## config.mk

```make
export PLATFORM = sky130hd
export DESIGN_NAME = aes_block_packer_flat
export DESIGN_NICKNAME = d
export VERILOG_FILES = /design/src/rtl/aes_pkg.sv /design/src/rtl/aes_block_packer_if.sv /design/src/rtl/aes_block_packer.sv /design/src/flat_wrapper.sv
export SDC_FILE = /design/constraint.sdc
export NUM_CORES = 1
export LEC_CHECK = 0
export CAP_MARGIN = 20
export CORE_MARGIN = 5
export CORE_UTILIZATION = 51
export CTS_BUF_LIST = sky130_fd_sc_hd__clkbuf_2 sky130_fd_sc_hd__clkbuf_4 sky130_fd_sc_hd__clkbuf_8
export DETAILED_ROUTE_END_ITERATION = 12
export GPL_ROUTABILITY_DRIVEN = 0
export MAX_ROUTING_LAYER = met4
export PLACE_DENSITY = 0.83
export RECOVER_POWER = 50
export REMOVE_ABC_BUFFERS = 1
export SYNTH_ARGS = -nofsm -noshare
export SYNTH_HDL_FRONTEND = slang
export SYNTH_SLANG_ARGS = --single-unit
```

## constraint.sdc

```tcl
create_clock -name clk -period 2.6 [get_ports clk]
set_input_delay 0.39 -clock clk [delete_from_list [all_inputs] [get_ports clk]]
set_output_delay 0.39 -clock clk [all_outputs]
set_load 0.01 [all_outputs]
```

## src/rtl/aes_pkg.sv

```systemverilog
// Shared types and constants for the AES plaintext block packer.
package aes_pkg;

    localparam int AES_BLOCK_BYTES = 16;
    localparam logic [3:0] LAST_IDX = 4'(AES_BLOCK_BYTES - 1);

    typedef enum logic [1:0] {
        IDLE,
        FILL,
        PAD,
        HOLD
    } packer_state_t;

    typedef logic [127:0] aes_block_t;

    // Byte index 0 occupies the MSBs, so index i starts at bit 8*(15-i).
    function automatic logic [6:0] byte_lsb(input logic [3:0] idx);
        return {~idx, 3'b000};
    endfunction

endpackage

```

## src/rtl/aes_block_packer_if.sv

```systemverilog
// Byte-stream input and 128-bit block output of the AES block packer.
interface aes_block_packer_if;
    import aes_pkg::*;

    logic [7:0] in_data;
    logic       in_valid;
    logic       in_last;
    logic       in_ready;
    aes_block_t out_block;
    logic       out_valid;
    logic       out_ready;
    logic       out_last;
    logic [4:0] out_bytes;
    logic       busy;

    modport master (
        output in_data, in_valid, in_last, out_ready,
        input  in_ready, out_block, out_valid, out_last, out_bytes, busy
    );

    modport slave (
        input  in_data, in_valid, in_last, out_ready,
        output in_ready, out_block, out_valid, out_last, out_bytes, busy
    );
endinterface

```

## src/rtl/aes_block_packer.sv

```systemverilog
// Packs a plaintext byte stream into padded 16-byte AES state blocks.
// Optional PKCS#7 padding is enabled with the AES_PKCS7_PAD_EN macro.
module aes_block_packer
    import aes_pkg::*;
(
    input  logic              clk,
    input  logic              rst_n,
    aes_block_packer_if.slave bus
);

    packer_state_t state_q, state_d;
    logic [3:0]    cnt_q, cnt_d;
    aes_block_t    block_q, block_d;
    logic          out_last_q, out_last_d;
    logic [4:0]    out_bytes_q, out_bytes_d;
    logic [7:0]    pad_byte;
    logic          accepting;
    logic          in_acc;

`ifdef AES_PKCS7_PAD_EN
    logic [7:0]    pad_val_q, pad_val_d;
    logic          pad_pending_q, pad_pending_d;
    assign pad_byte = pad_val_q;
`else
    assign pad_byte = 8'h00;
`endif

    assign accepting = (state_q == IDLE) || (state_q == FILL);
    assign in_acc    = accepting && bus.in_valid;

    // in_ready is gated by rst_n so it reads 0 while reset is held.
    assign bus.in_ready  = accepting && rst_n;
    assign bus.out_valid = (state_q == HOLD);
    assign bus.out_block = block_q;
    assign bus.out_last  = out_last_q;
    assign bus.out_bytes = out_bytes_q;
    assign bus.busy      = (state_q != IDLE);

    always_comb begin
        state_d     = state_q;
        cnt_d       = cnt_q;
        block_d     = block_q;
        out_last_d  = out_last_q;
        out_bytes_d = out_bytes_q;
`ifdef AES_PKCS7_PAD_EN
        pad_val_d     = pad_val_q;
        pad_pending_d = pad_pending_q;
`endif
        unique case (state_q)
            // cnt is always 0 in IDLE, so IDLE and FILL share the write path.
            IDLE, FILL: begin
                if (in_acc) begin
                    block_d[byte_lsb(cnt_q) +: 8] = bus.in_data;
                    cnt_d = cnt_q + 4'd1;
                    if (cnt_q == LAST_IDX) begin
                        state_d     = HOLD;
                        out_bytes_d = 5'd16;
`ifdef AES_PKCS7_PAD_EN
                        out_last_d    = 1'b0;
                        pad_pending_d = bus.in_last;
`else
                        out_last_d    = bus.in_last;
`endif
                    end else if (bus.in_last) begin
                        state_d     = PAD;
                        out_bytes_d = {1'b0, cnt_q} + 5'd1;
`ifdef AES_PKCS7_PAD_EN
                        pad_val_d   = 8'd15 - {4'd0, cnt_q};
`endif
                    end else begin
                        state_d = FILL;
                    end
                end
            end
            PAD: begin
                block_d[byte_lsb(cnt_q) +: 8] = pad_byte;
                cnt_d = cnt_q + 4'd1;
                if (cnt_q == LAST_IDX) begin
                    state_d    = HOLD;
                    out_last_d = 1'b1;
                end
            end
            HOLD: begin
                if (bus.out_ready) begin
                    block_d     = '0;
                    cnt_d       = '0;
                    out_last_d  = 1'b0;
                    out_bytes_d = '0;
                    state_d     = IDLE;
`ifdef AES_PKCS7_PAD_EN
                    // Message ended on a block boundary: emit a full pad block.
                    if (pad_pending_q) begin
                        state_d       = PAD;
                        pad_val_d     = 8'h10;
                        pad_pending_d = 1'b0;
                    end
`endif
                end
            end
            default: state_d = IDLE;
        endcase
    end

    always_ff @(posedge clk or negedge rst_n) begin
        if (!rst_n) begin
            state_q     <= IDLE;
            cnt_q       <= '0;
            block_q     <= '0;
            out_last_q  <= 1'b0;
            out_bytes_q <= '0;
        end else begin
            state_q     <= state_d;
            cnt_q       <= cnt_d;
            block_q     <= block_d;
            out_last_q  <= out_last_d;
            out_bytes_q <= out_bytes_d;
        end
    end

`ifdef AES_PKCS7_PAD_EN
    always_ff @(posedge clk or negedge rst_n) begin
        if (!rst_n) begin
            pad_val_q     <= '0;
            pad_pending_q <= 1'b0;
        end else begin
            pad_val_q     <= pad_val_d;
            pad_pending_q <= pad_pending_d;
        end
    end
`endif

endmodule
```

## src/flat_wrapper.sv

```systemverilog
// flat-port wrapper written by rule: the top's interface ports become plain ports
module aes_block_packer_flat import aes_pkg::*;
  (clk, rst_n, bus_in_data, bus_in_valid, bus_in_last, bus_out_ready, bus_in_ready, bus_out_block, bus_out_valid, bus_out_last, bus_out_bytes, bus_busy);
  aes_block_packer_if bus_i ();
  input  logic clk;
  input  logic rst_n;
  input wire logic [$bits(bus_i.in_data)-1:0] bus_in_data;
  input wire logic [$bits(bus_i.in_valid)-1:0] bus_in_valid;
  input wire logic [$bits(bus_i.in_last)-1:0] bus_in_last;
  input wire logic [$bits(bus_i.out_ready)-1:0] bus_out_ready;
  output wire logic [$bits(bus_i.in_ready)-1:0] bus_in_ready;
  output wire logic [$bits(bus_i.out_block)-1:0] bus_out_block;
  output wire logic [$bits(bus_i.out_valid)-1:0] bus_out_valid;
  output wire logic [$bits(bus_i.out_last)-1:0] bus_out_last;
  output wire logic [$bits(bus_i.out_bytes)-1:0] bus_out_bytes;
  output wire logic [$bits(bus_i.busy)-1:0] bus_busy;
  assign bus_i.in_data = bus_in_data;
  assign bus_i.in_valid = bus_in_valid;
  assign bus_i.in_last = bus_in_last;
  assign bus_i.out_ready = bus_out_ready;
  assign bus_in_ready = bus_i.in_ready;
  assign bus_out_block = bus_i.out_block;
  assign bus_out_valid = bus_i.out_valid;
  assign bus_out_last = bus_i.out_last;
  assign bus_out_bytes = bus_i.out_bytes;
  assign bus_busy = bus_i.busy;
  aes_block_packer u_core (.clk(clk), .rst_n(rst_n), .bus(bus_i));
endmodule
```

==> qor.yml, run 1 <==
status:
  status: "finished, violations left"
  violations: "capacitance limit, slew limit"
drt:
  wirelength_um: 16220
  drc: 0
  drtPass1Iterations: 5
  drtIter0Drc: 433
  avgRoutedWirePerCell_um: 20.71
  final_antenna_net_count: 0
  via_count: 4515
  viasPerCell: 5.766
sta:
  finalCriticalPeriod_ns: 2.405
  finalSetupViolations: 0
  holdWs_ns: 0.5097
  fin_crit_sh: 0.9251
  max_freq_ghz: 0.4158
  rsz0062_at_grt: "true"
  slew_violations: 141
  fin_skew_ns: 0.01395
  tightest_slew_ns: 1.830
  timing.final.ws_setup_ns: 0.1948
  hold_viol_final: 0
  max_slew_margin: -0.2203
pwr:
  power_switching_mw: 3.259
  seqPwrFrac: 0.375
  power_density_mw_per_mm2: 1084
  clockPowerShare: 0.195
  power_switching_share: 0.3765
  p_comb_frac: 0.431
  p_leak_nw: 3.768
  peakVddDrop_mv: 0.5557
  p_int_mw: 5.396
finish:
  fillers: 827
  multiInputGateArea_mm2: 0.002253
  drive_above_1_share: 0.1281
  ff_latch_area_mm2: 0.003503
  fin_cells: 783
  diodes: 0
  final_nets: 643
  final_core_util: 0.6991
  area_growth_pct: 34.15
place:
  dpl.cell_count: 751
  port_buffers: 149
  dpl.hpwl_um: 11430
  place_ws_ns: 0.1574
synthesis:
  synthCells: 476
  ys_async_sr_fraction: 1.000
  synth_compound_area_frac: 0.1344
  yosys.area.top_type: "dfrtp_1"
  synth_mux_area_frac: 0.1167
  syn_area_mm2: 0.005951
  synth_cell_types: 45
  synth_edf_count: 0
  syn_avg_cell_area_um2: 12.50
  yosysTopAreaCellShare: 0.5887
  synth.ff_latch_count: 140
  seq_area_frac_synth: 0.5887
  synthAdderAreaFrac: 0.006308
  yosysWarnings: 0
  yosys_most_used_dff: "dfrtp_1"
  synthTopCellsByArea: "dfrtp_1 59%, mux2i_1 11%, a22o_1 9.7%"
  synthTopCellsByCount: "140 x dfrtp_1, 72 x nand2_1, 66 x a22o_1, 66 x mux2i_1, 15 x nor2_1"
  synth-xor-area-share: 0.004415
  synth_top_family_by_area: "compound AO/OA/AOI/OAI gates"
  yosys.area_share.simple: 0.1138
  synth.most_common_cell: "dfrtp_1"
clock_network:
  clk_pin_slew_ns: 0.08
  tritoncts: "yes"
  hold_buffers: 0
  numCtsBuffers: 17
  clk_latency_ns: 0.44
  cts_sinks: 140
  cts_setup_buffers: 0
  cts.path.max_buffers: 2
  htree_levels: 4
  cts-root-buf: "clkbuf_8"
critical_path:
  arrival_ns: 2.78
  worstSetupPathType: "flop to flop"
  ff2ff_path_depth: 6
  cp-end-kind: "flop"
  crit_fanout: 8
  ff2ff_setup_slack_ns: 0.19
  r2r_start: "u_core.cnt_q[1]"
  cp-start-kind: "flop"
  cp.required_ns: 2.97
global_route:
  antenna_found_initial: 0
  overflow: 0
  track_usage: 0.2446
  grt_pass1_vias: 4727
  grt_pass1_wl_um: 26380
  grt_max_degree: 141
job:
  cap_violations: 1
hold_path:
  hold_path.class: "flop to flop"
  whs_path_depth: 1
floorplanning:
  rows: 39
  die_w_um: 118.0
  die_area_mm2: 0.01393
  start_util: 0.5211
  io_pins: 150
  core_mm2: 0.01142
  die-height_um: 118.0
[layout make-up]
class                   instances  area share
multi-input cells             291      0.2823
clock inverters                14     0.01724
flip-flops and latches        140      0.4389
well taps                     143     0.02241
inverters                       8    0.003762
clock buffers                  18     0.03103
repair buffers                169      0.2044
[worst max path at each step]
stage,from,endpoint,slack [ns],cells after the start
CTS,u_core.state_q[1],bus_out_valid,0.22,3
finish,u_core.cnt_q[1],flop,0.19,6
floorplan,u_core.cnt_q[0],flop,-0.18,5
detailed placement,bus_out_ready,flop,0.16,5
global route,u_core.cnt_q[1],flop,-0.03,6
global placement,bus_out_ready,flop,0.24,5
[what timing repair did]
item / 4_1_cts / 5_1_grt
resized for setup: 0 / 1
hold endpoints to repair: 0 / 0
setup endpoints to repair: 0 / 15
[cells in the final DEF (no fill, tap or decap), types with 3 or more instances in the layout]
cell type        netlist  final
nor2b_1                3      3
mux2_2                 3      3
nor4b_2                2      3
a21oi_2                5      5
dfrtp_1              140    140
and3_1                 3      3
nand2b_1               8      8
ha_1                   3      3
or2_2                  3      3
nor3_4                 3      3
mux2i_1               66     66
dlygate4sd3_1          0     55
clkbuf_8               0     18
clkinv_4               0      5
o21ai_0                3      3
a31oi_2                4      4
nand2_1               72     71
a22o_1                66     66
buf_4                  5     18
inv_1                  8      8
a21oi_1                5      5
nor2_1                15     14
clkdlybuf4s50_1        0     93
clkinvlp_4             0      4
[through the flow]
step	instance area (um2)	setup TNS (ns)	total power [mW]
floorplan	5768	-1.642	5.120
global placement	7619	0	6.961
detailed placement	7619	0	7.094
CTS	8004	0	8.790
global route	7983	-0.2316	9.128
finish	7983	0	8.655
[cells by family after synthesis]
group | after synthesis
AO/OA/AOI/OAI | 91
multiplexers | 69
XOR/XNOR | 3
flip-flops | 140
AND/OR/NAND/NOR | 125
adder cells (fa/ha/maj) | 3
buffers and inverters | 45
[power groups by stage]
stage	clock [mW]	sequential, mW	combinational [mW]
floorplan	0	3.47	1.65
global placement	0	3.25	3.71
detailed placement	0	3.28	3.82
CTS	1.71	3.25	3.84
global route	1.80	3.32	4.01
finish	1.68	3.24	3.73
[layer usage]
layer	wire length, um	global-route usage	share of wire
met1	6904	0.3108	0.43
met2	7798	0.3734	0.48
met3	1326	0.08265	0.082
met4	186	0.07527	0.011
met5	0	-	0
[critical path: stages (launching register included)]
cell,delay (ns)
dfrtp_1,0.46
inv_1,0.15
ha_1,0.46
nor4bb_1,0.35
nand4_1,0.23
nor2_1,0.47
a22o_1,0.21
No activity file was read; power rests on OpenSTA's default activity.
==> run 2: changes to the inputs <==
CORE_MARGIN = 2   (was 5)
==> run 2 against run 1 <==
  * The flow now finishes without violations
  * Clock skew decreased by 0.0076 ns
  * Via count increased by 2.2%
  * Worst setup slack improved by 0.0031 ns
  * Die area decreased by 9.9%
  * Sequential power about the same
  * Clock-buffer cell count increased by 1
  * Register-to-register slack improved by 0.095 ns
  * Sequential cell count unchanged
  * First-iteration DRC count decreased by 28%
  * Cell area increased by 0.77%
  * Critical path depth decreased by 2
==> qor.yml, run 2 (synthesis results as in run 1) <==
status:
  status: "complete, no violations"  # was finished, violations left
sta:
  slew_violations: 0  # was 141
  timing.final.ws_setup_ns: 0.1980  # was 0.1948 ns
  max_slew_margin: 0.05116  # was -0.2203
  fin_skew_ns: 0.006362  # was 0.01395 ns
  tightest_slew_ns: 1.423  # was 1.830 ns
  max_freq_ghz: 0.4163  # was 0.4158 GHz
  finalCriticalPeriod_ns: 2.402  # was 2.405 ns
  hold_viol_final: 0  # unchanged
  fin_crit_sh: 0.9239  # was 0.9251
  finalSetupViolations: 0  # unchanged
  rsz0062_at_grt: "false"  # was true
critical_path:
  path_buf_inv: 3  # was 1
  r2r_start: "u_core.cnt_q[1]"  # unchanged
  crit_fanout: 28  # was 8
  cp_slowest_cell: "clkdlybuf4s50_1"  # was nor2_1
  cp.required_ns: 2.21  # was 2.97 ns
  worstSetupPathType: "input pin to primary output"  # was flop to flop
  startpoint: "rst_n"  # was u_core.cnt_q[1]
  crit_chain: "dlygate4sd3_1 -> buf_6 -> nor2b_1 -> clkdlybuf4s50_1"  # was inv_1 -> ha_1 -> nor4bb_1 -> nand4_1 -> nor2_1 -> a22o_1
  crit_family: "buffers and inverters"  # was simple AND/OR/NAND/NOR gates
  cp-start-kind: "input pin"  # was flop
  arrival_ns: 2.01  # was 2.78 ns
  cp-end-kind: "primary output"  # was flop
  max_stage_delay_ns: 0.61  # was 0.47 ns
finish:
  diodes: 0  # unchanged
  mostFrequentLayoutCells: "140 x dfrtp_1, 86 x clkdlybuf4s50_1, 71 x nand2_1"  # was 140 x dfrtp_1, 93 x clkdlybuf4s50_1, 71 x nand2_1
  area_growth_pct: 35.18  # was 34.15%
  final_common_cell: "dfrtp_1"  # unchanged
  final_nets: 645  # was 643
  drive_above_1_share: 0.1293  # was 0.1281
  fin_cells: 785  # was 783
clock_network:
  clk_pin_slew_ns: 0.08  # about the same
  numCtsBuffers: 17  # unchanged
  hold_buffers: 1  # was 0
  cts_setup_buffers: 0  # unchanged
  clk_latency_ns: 0.44  # about the same
  cts-resized-gates: 0  # unchanged
  cts-root-buf: "clkbuf_8"  # unchanged
  htree_levels: 4  # unchanged
  tritoncts: "yes"  # unchanged
  cts.path.max_buffers: 2  # unchanged
  cts_sinks: 140  # unchanged
global_route:
  antenna_found_initial: 0  # unchanged
  overflow: 0  # unchanged
  grt_pass1_vias: 4720  # was 4727
  grt_pass1_wl_um: 26660  # was 26380 um
  track_usage: 0.2809  # was 0.2446
  grt_max_degree: 65  # was 141
job:
  cap_violations: 0  # was 1
drt:
  drtIter0Drc: 312  # was 433
  drc: 0  # unchanged
  final_antenna_net_count: 0  # unchanged
  wirelength_um: 16550  # was 16220 um
  drtPass1Iterations: 6  # was 5
  via_count: 4615  # was 4515
  viasPerCell: 5.879  # was 5.766
  avgRoutedWirePerCell_um: 21.09  # was 20.71 um
floorplanning:
  die_w_um: 112.0  # was 118.0 um
  core_mm2: 0.01142  # unchanged
  rows: 39  # unchanged
  die_area_mm2: 0.01255  # was 0.01393 mm2
  die-height_um: 112.0  # was 118.0 um
  start_util: 0.5211  # unchanged
  io_pins: 150  # unchanged
pwr:
  peakVddDrop_mv: 0.7579  # was 0.5557 mV
  power_density_mw_per_mm2: 1100  # was 1084 mW/mm2
  p_leak_nw: 3.821  # was 3.768 nW
place:
  dpl.hpwl_um: 11490  # was 11430 um
  place_ws_ns: 0.2787  # was 0.1574 ns
  dpl.cell_count: 752  # was 751
  port_buffers: 149  # unchanged
hold_path:
  hold_path.class: "input pin to async pin"  # was flop to flop
## run 2: path summary, 6_finish.rpt
check / endpoint / slack (ns) / cells past startpoint
max in group asynchronous: async pin / 0.54 / 3
min in group clk: flop / 0.50 / 1
min reg2reg: flop / 0.50 / 1
max reg2reg: flop / 0.29 / 6
min: async pin / 0.40 / 2
max: bus_in_ready / 0.20 / 4
## run 2: per-stage QoR
step	util	TNS [ns]	area, um2	hold WS [ns]	total power, mW
final	0.7045	0	8044	0.4012	8.845
after global routing	0.7045	0	8044	0.4029	9.288
after CTS	0.7049	0	8049	0.3888	8.972
after detailed placement	0.6672	0	7619	0.2659	7.099
after global placement	0.6672	0	7619	0.2614	6.954
after floorplan	-	-1.642	5768	0.09441	5.120
## run 2: area by class of cell
type | count | area (um2)
clock buffers | 19 | 255.2
well taps | 143 | 178.9
fillers | 822 | 3374
inverters | 8 | 30.03
repair buffers | 171 | 1668
clock inverters | 13 | 165.2
multi-input cells | 291 | 2243
flip-flops and latches | 140 | 3503
## run 2: where the power goes
part	internal, mW	total (mW)	switching (mW)
registers	2.78	3.25	0.463
logic	1.80	3.74	1.93
clock network	0.991	1.86	0.871
total	5.58	8.84	3.27
## run 2: routing by layer
metal	vias to the layer above	track usage	wire length, um
li1	2005	-	-
met1	2353	0.3713	6841
met2	226	0.4202	7861
met3	31	0.08747	1429
met4	0	0.09187	422
met5	-	-	0
==> run 3: changes to the inputs <==
--- a/config.mk
+++ b/config.mk
@@ -16,3 +16,2 @@
 export RECOVER_POWER = 50
-export REMOVE_ABC_BUFFERS = 1
 export SYNTH_ARGS = -nofsm -noshare
--- a/constraint.sdc
+++ b/constraint.sdc
@@ -3,2 +3,2 @@
 set_output_delay 0.39 -clock clk [all_outputs]
-set_load 0.01 [all_outputs]
+set_load 0.02 [all_outputs]
==> run 3 against run 2 <==
  * Core utilization increased by 0.15 points
  * Global-route usage decreased by 1.5 points
  * Critical path type is now flop to flop
  * Clock skew increased by 0.0056 ns
  * Via count decreased by 3.3%
  * Wire length decreased by 6.2%
  * Register-to-register slack got worse by 0.10 ns
  * Final cell count decreased by 0.38%
  * Clock-buffer cell count increased by 1
  * First-iteration DRC count decreased by 12%
  * Largest power group unchanged
  * Sequential power about the same
  * The run now ends with capacitance limit, slew limit left
  * Total power increased by 5.7%
==> qor.yml, run 3 (synthesis results as in run 1) <==
status:
  status: "finished, violations left"  # was complete, no violations
  violations: "capacitance limit, slew limit"
place:
  dpl.cell_count: 750  # was 752
  dpl.hpwl_um: 10710  # was 11490 um
  port_buffers: 149  # unchanged
pwr:
  clockPowerShare: 0.210  # was 0.211
  p_leak_nw: 3.798  # was 3.821 nW
  seqPwrFrac: 0.348  # was 0.367
  p_comb_frac: 0.441  # was 0.422
  power_density_mw_per_mm2: 1160  # was 1100 mW/mm2
  power_switching_share: 0.3897  # was 0.3694
  p_int_mw: 5.707  # was 5.577 mW
  power.total_mw: 9.352  # was 8.845 mW
  power_switching_mw: 3.644  # was 3.268 mW
  peakVddDrop_mv: 0.6121  # was 0.7579 mV
global_route:
  overflow: 0  # unchanged
  grt_max_degree: 141  # was 65
  grt_pass1_wl_um: 25360  # was 26660 um
  grt_pass1_vias: 4582  # was 4720
  antenna_found_initial: 0  # unchanged
  track_usage: 0.2662  # was 0.2809
sta:
  max_slew_margin: -0.2115  # was 0.05116
  holdWs_ns: 0.5050  # was 0.4012 ns
  tightest_slew_ns: 1.817  # was 1.423 ns
  max_freq_ghz: 0.4142  # was 0.4163 GHz
  fin_crit_sh: 0.9287  # was 0.9239
  fin_skew_ns: 0.01196  # was 0.006362 ns
  slew_violations: 141  # was 0
  setup_tns_ns: 0  # unchanged
  finalSetupViolations: 0  # unchanged
  hold_viol_final: 0  # unchanged
  finalCriticalPeriod_ns: 2.415  # was 2.402 ns
  rsz0062_at_grt: "true"  # was false
drt:
  avgRoutedWirePerCell_um: 19.86  # was 21.09 um
  drtIter0Drc: 276  # was 312
  wirelength_um: 15530  # was 16550 um
  final_antenna_net_count: 0  # unchanged
  drc: 0  # unchanged
  viasPerCell: 5.705  # was 5.879
  drtPass1Iterations: 5  # was 6
  via_count: 4461  # was 4615
clock_network:
  tritoncts: "yes"  # unchanged
  hold_buffers: 0  # was 1
  cts-root-buf: "clkbuf_8"  # unchanged
  clk_pin_slew_ns: 0.08  # about the same
  cts_setup_buffers: 0  # unchanged
  clk_latency_ns: 0.44  # about the same
  cts.path.max_buffers: 2  # unchanged
  numCtsBuffers: 17  # unchanged
  cts_sinks: 140  # unchanged
  htree_levels: 4  # unchanged
  cts-resized-gates: 0  # unchanged
floorplanning:
  die_area_mm2: 0.01255  # unchanged
  io_pins: 150  # unchanged
  die_w_um: 112.0  # unchanged
  start_util: 0.5211  # unchanged
  rows: 39  # unchanged
  core_mm2: 0.01142  # unchanged
  die-height_um: 112.0  # unchanged
critical_path:
  cp-start-kind: "flop"  # was input pin
  max_stage_delay_ns: 0.58  # was 0.61 ns
  path_buf_inv: 1  # was 3
  cp-end-kind: "flop"  # was primary output
  crit_family: "simple AND/OR/NAND/NOR gates"  # was buffers and inverters
  crit_fanout: 10  # was 28
  r2r_start: "u_core.cnt_q[0]"  # was u_core.cnt_q[1]
  cp_slowest_cell: "dfrtp_1"  # was clkdlybuf4s50_1
  arrival_ns: 2.79  # was 2.01 ns
  crit_chain: "inv_1 -> ha_1 -> nor4bb_1 -> o2111ai_1 -> nor2_1 -> a22o_1"  # was dlygate4sd3_1 -> buf_6 -> nor2b_1 -> clkdlybuf4s50_1
  worstSetupPathType: "flop to flop"  # was input pin to primary output
  startpoint: "u_core.cnt_q[0]"  # was rst_n
  cp.required_ns: 2.98  # was 2.21 ns
finish:
  area_growth_pct: 35.47  # was 35.18%
  diodes: 0  # unchanged
  multiInputGateArea_mm2: 0.002258  # was 0.002243 mm2
  mostFrequentLayoutCells: "140 x dfrtp_1, 93 x clkdlybuf4s50_1, 71 x nand2_1"  # was 140 x dfrtp_1, 86 x clkdlybuf4s50_1, 71 x nand2_1
  ff_latch_area_mm2: 0.003503  # unchanged
  fin_cells: 782  # was 785
  drive_above_1_share: 0.1283  # was 0.1293
  final_nets: 642  # was 645
  final_common_cell: "dfrtp_1"  # unchanged
  fillers: 843  # was 822
synthesis:
  syn-num-nets: 492
job:
  cap_violations: 1  # was 0
hold_path:
  hold_path.class: "flop to flop"  # was input pin to async pin
run 3: final timing paths:
check / to / slack (ns) / depth (start not counted)
hold / removal: flop / 0.51 / 1
hold reg to reg: flop / 0.51 / 1
setup reg to reg: flop / 0.19 / 6
max in group asynchronous: async pin / 0.92 / 2
min in group asynchronous: async pin / 0.59 / 2
setup / recovery: flop / 0.19 / 6
run 3: power by group through the flow:
stage	registers, mW	logic, mW	clock network (mW)
2_1_floorplan	3.83	1.89	0
3_3_place_gp	3.26	4.11	0
3_5_place_dp	3.29	4.22	0
4_1_cts	3.27	4.24	1.99
5_1_grt	3.33	4.41	2.10
6_report	3.26	4.12	1.97
run 3: metal layers:
metal / vias to the layer above / global-route usage / wire length (um)
met5: - / - / 0
met4: 0 / 0.06829 / 176
met3: 17 / 0.06965 / 1102
met2: 177 / 0.3927 / 7181
met1: 2262 / 0.3746 / 7066
li1: 2005 / - / -
run 3: layout make-up:
class | instances | share of cell area
multi-input cells | 291 | 0.2801
clock inverters | 12 | 0.02297
inverters | 8 | 0.003725
clock buffers | 20 | 0.03337
repair buffers | 168 | 0.2030
flip-flops and latches | 140 | 0.4346
well taps | 143 | 0.02219
run 3: through the flow:
step	util	setup slack (ns)	instance area, um2
after floorplan	-	0.5891	5951
after global placement	0.6681	0.2982	7629
after detailed placement	0.6681	0.1796	7629
after CTS	0.7079	0.1541	8083
after global routing	0.7060	-0.03322	8061
final	0.7060	0.1854	8061
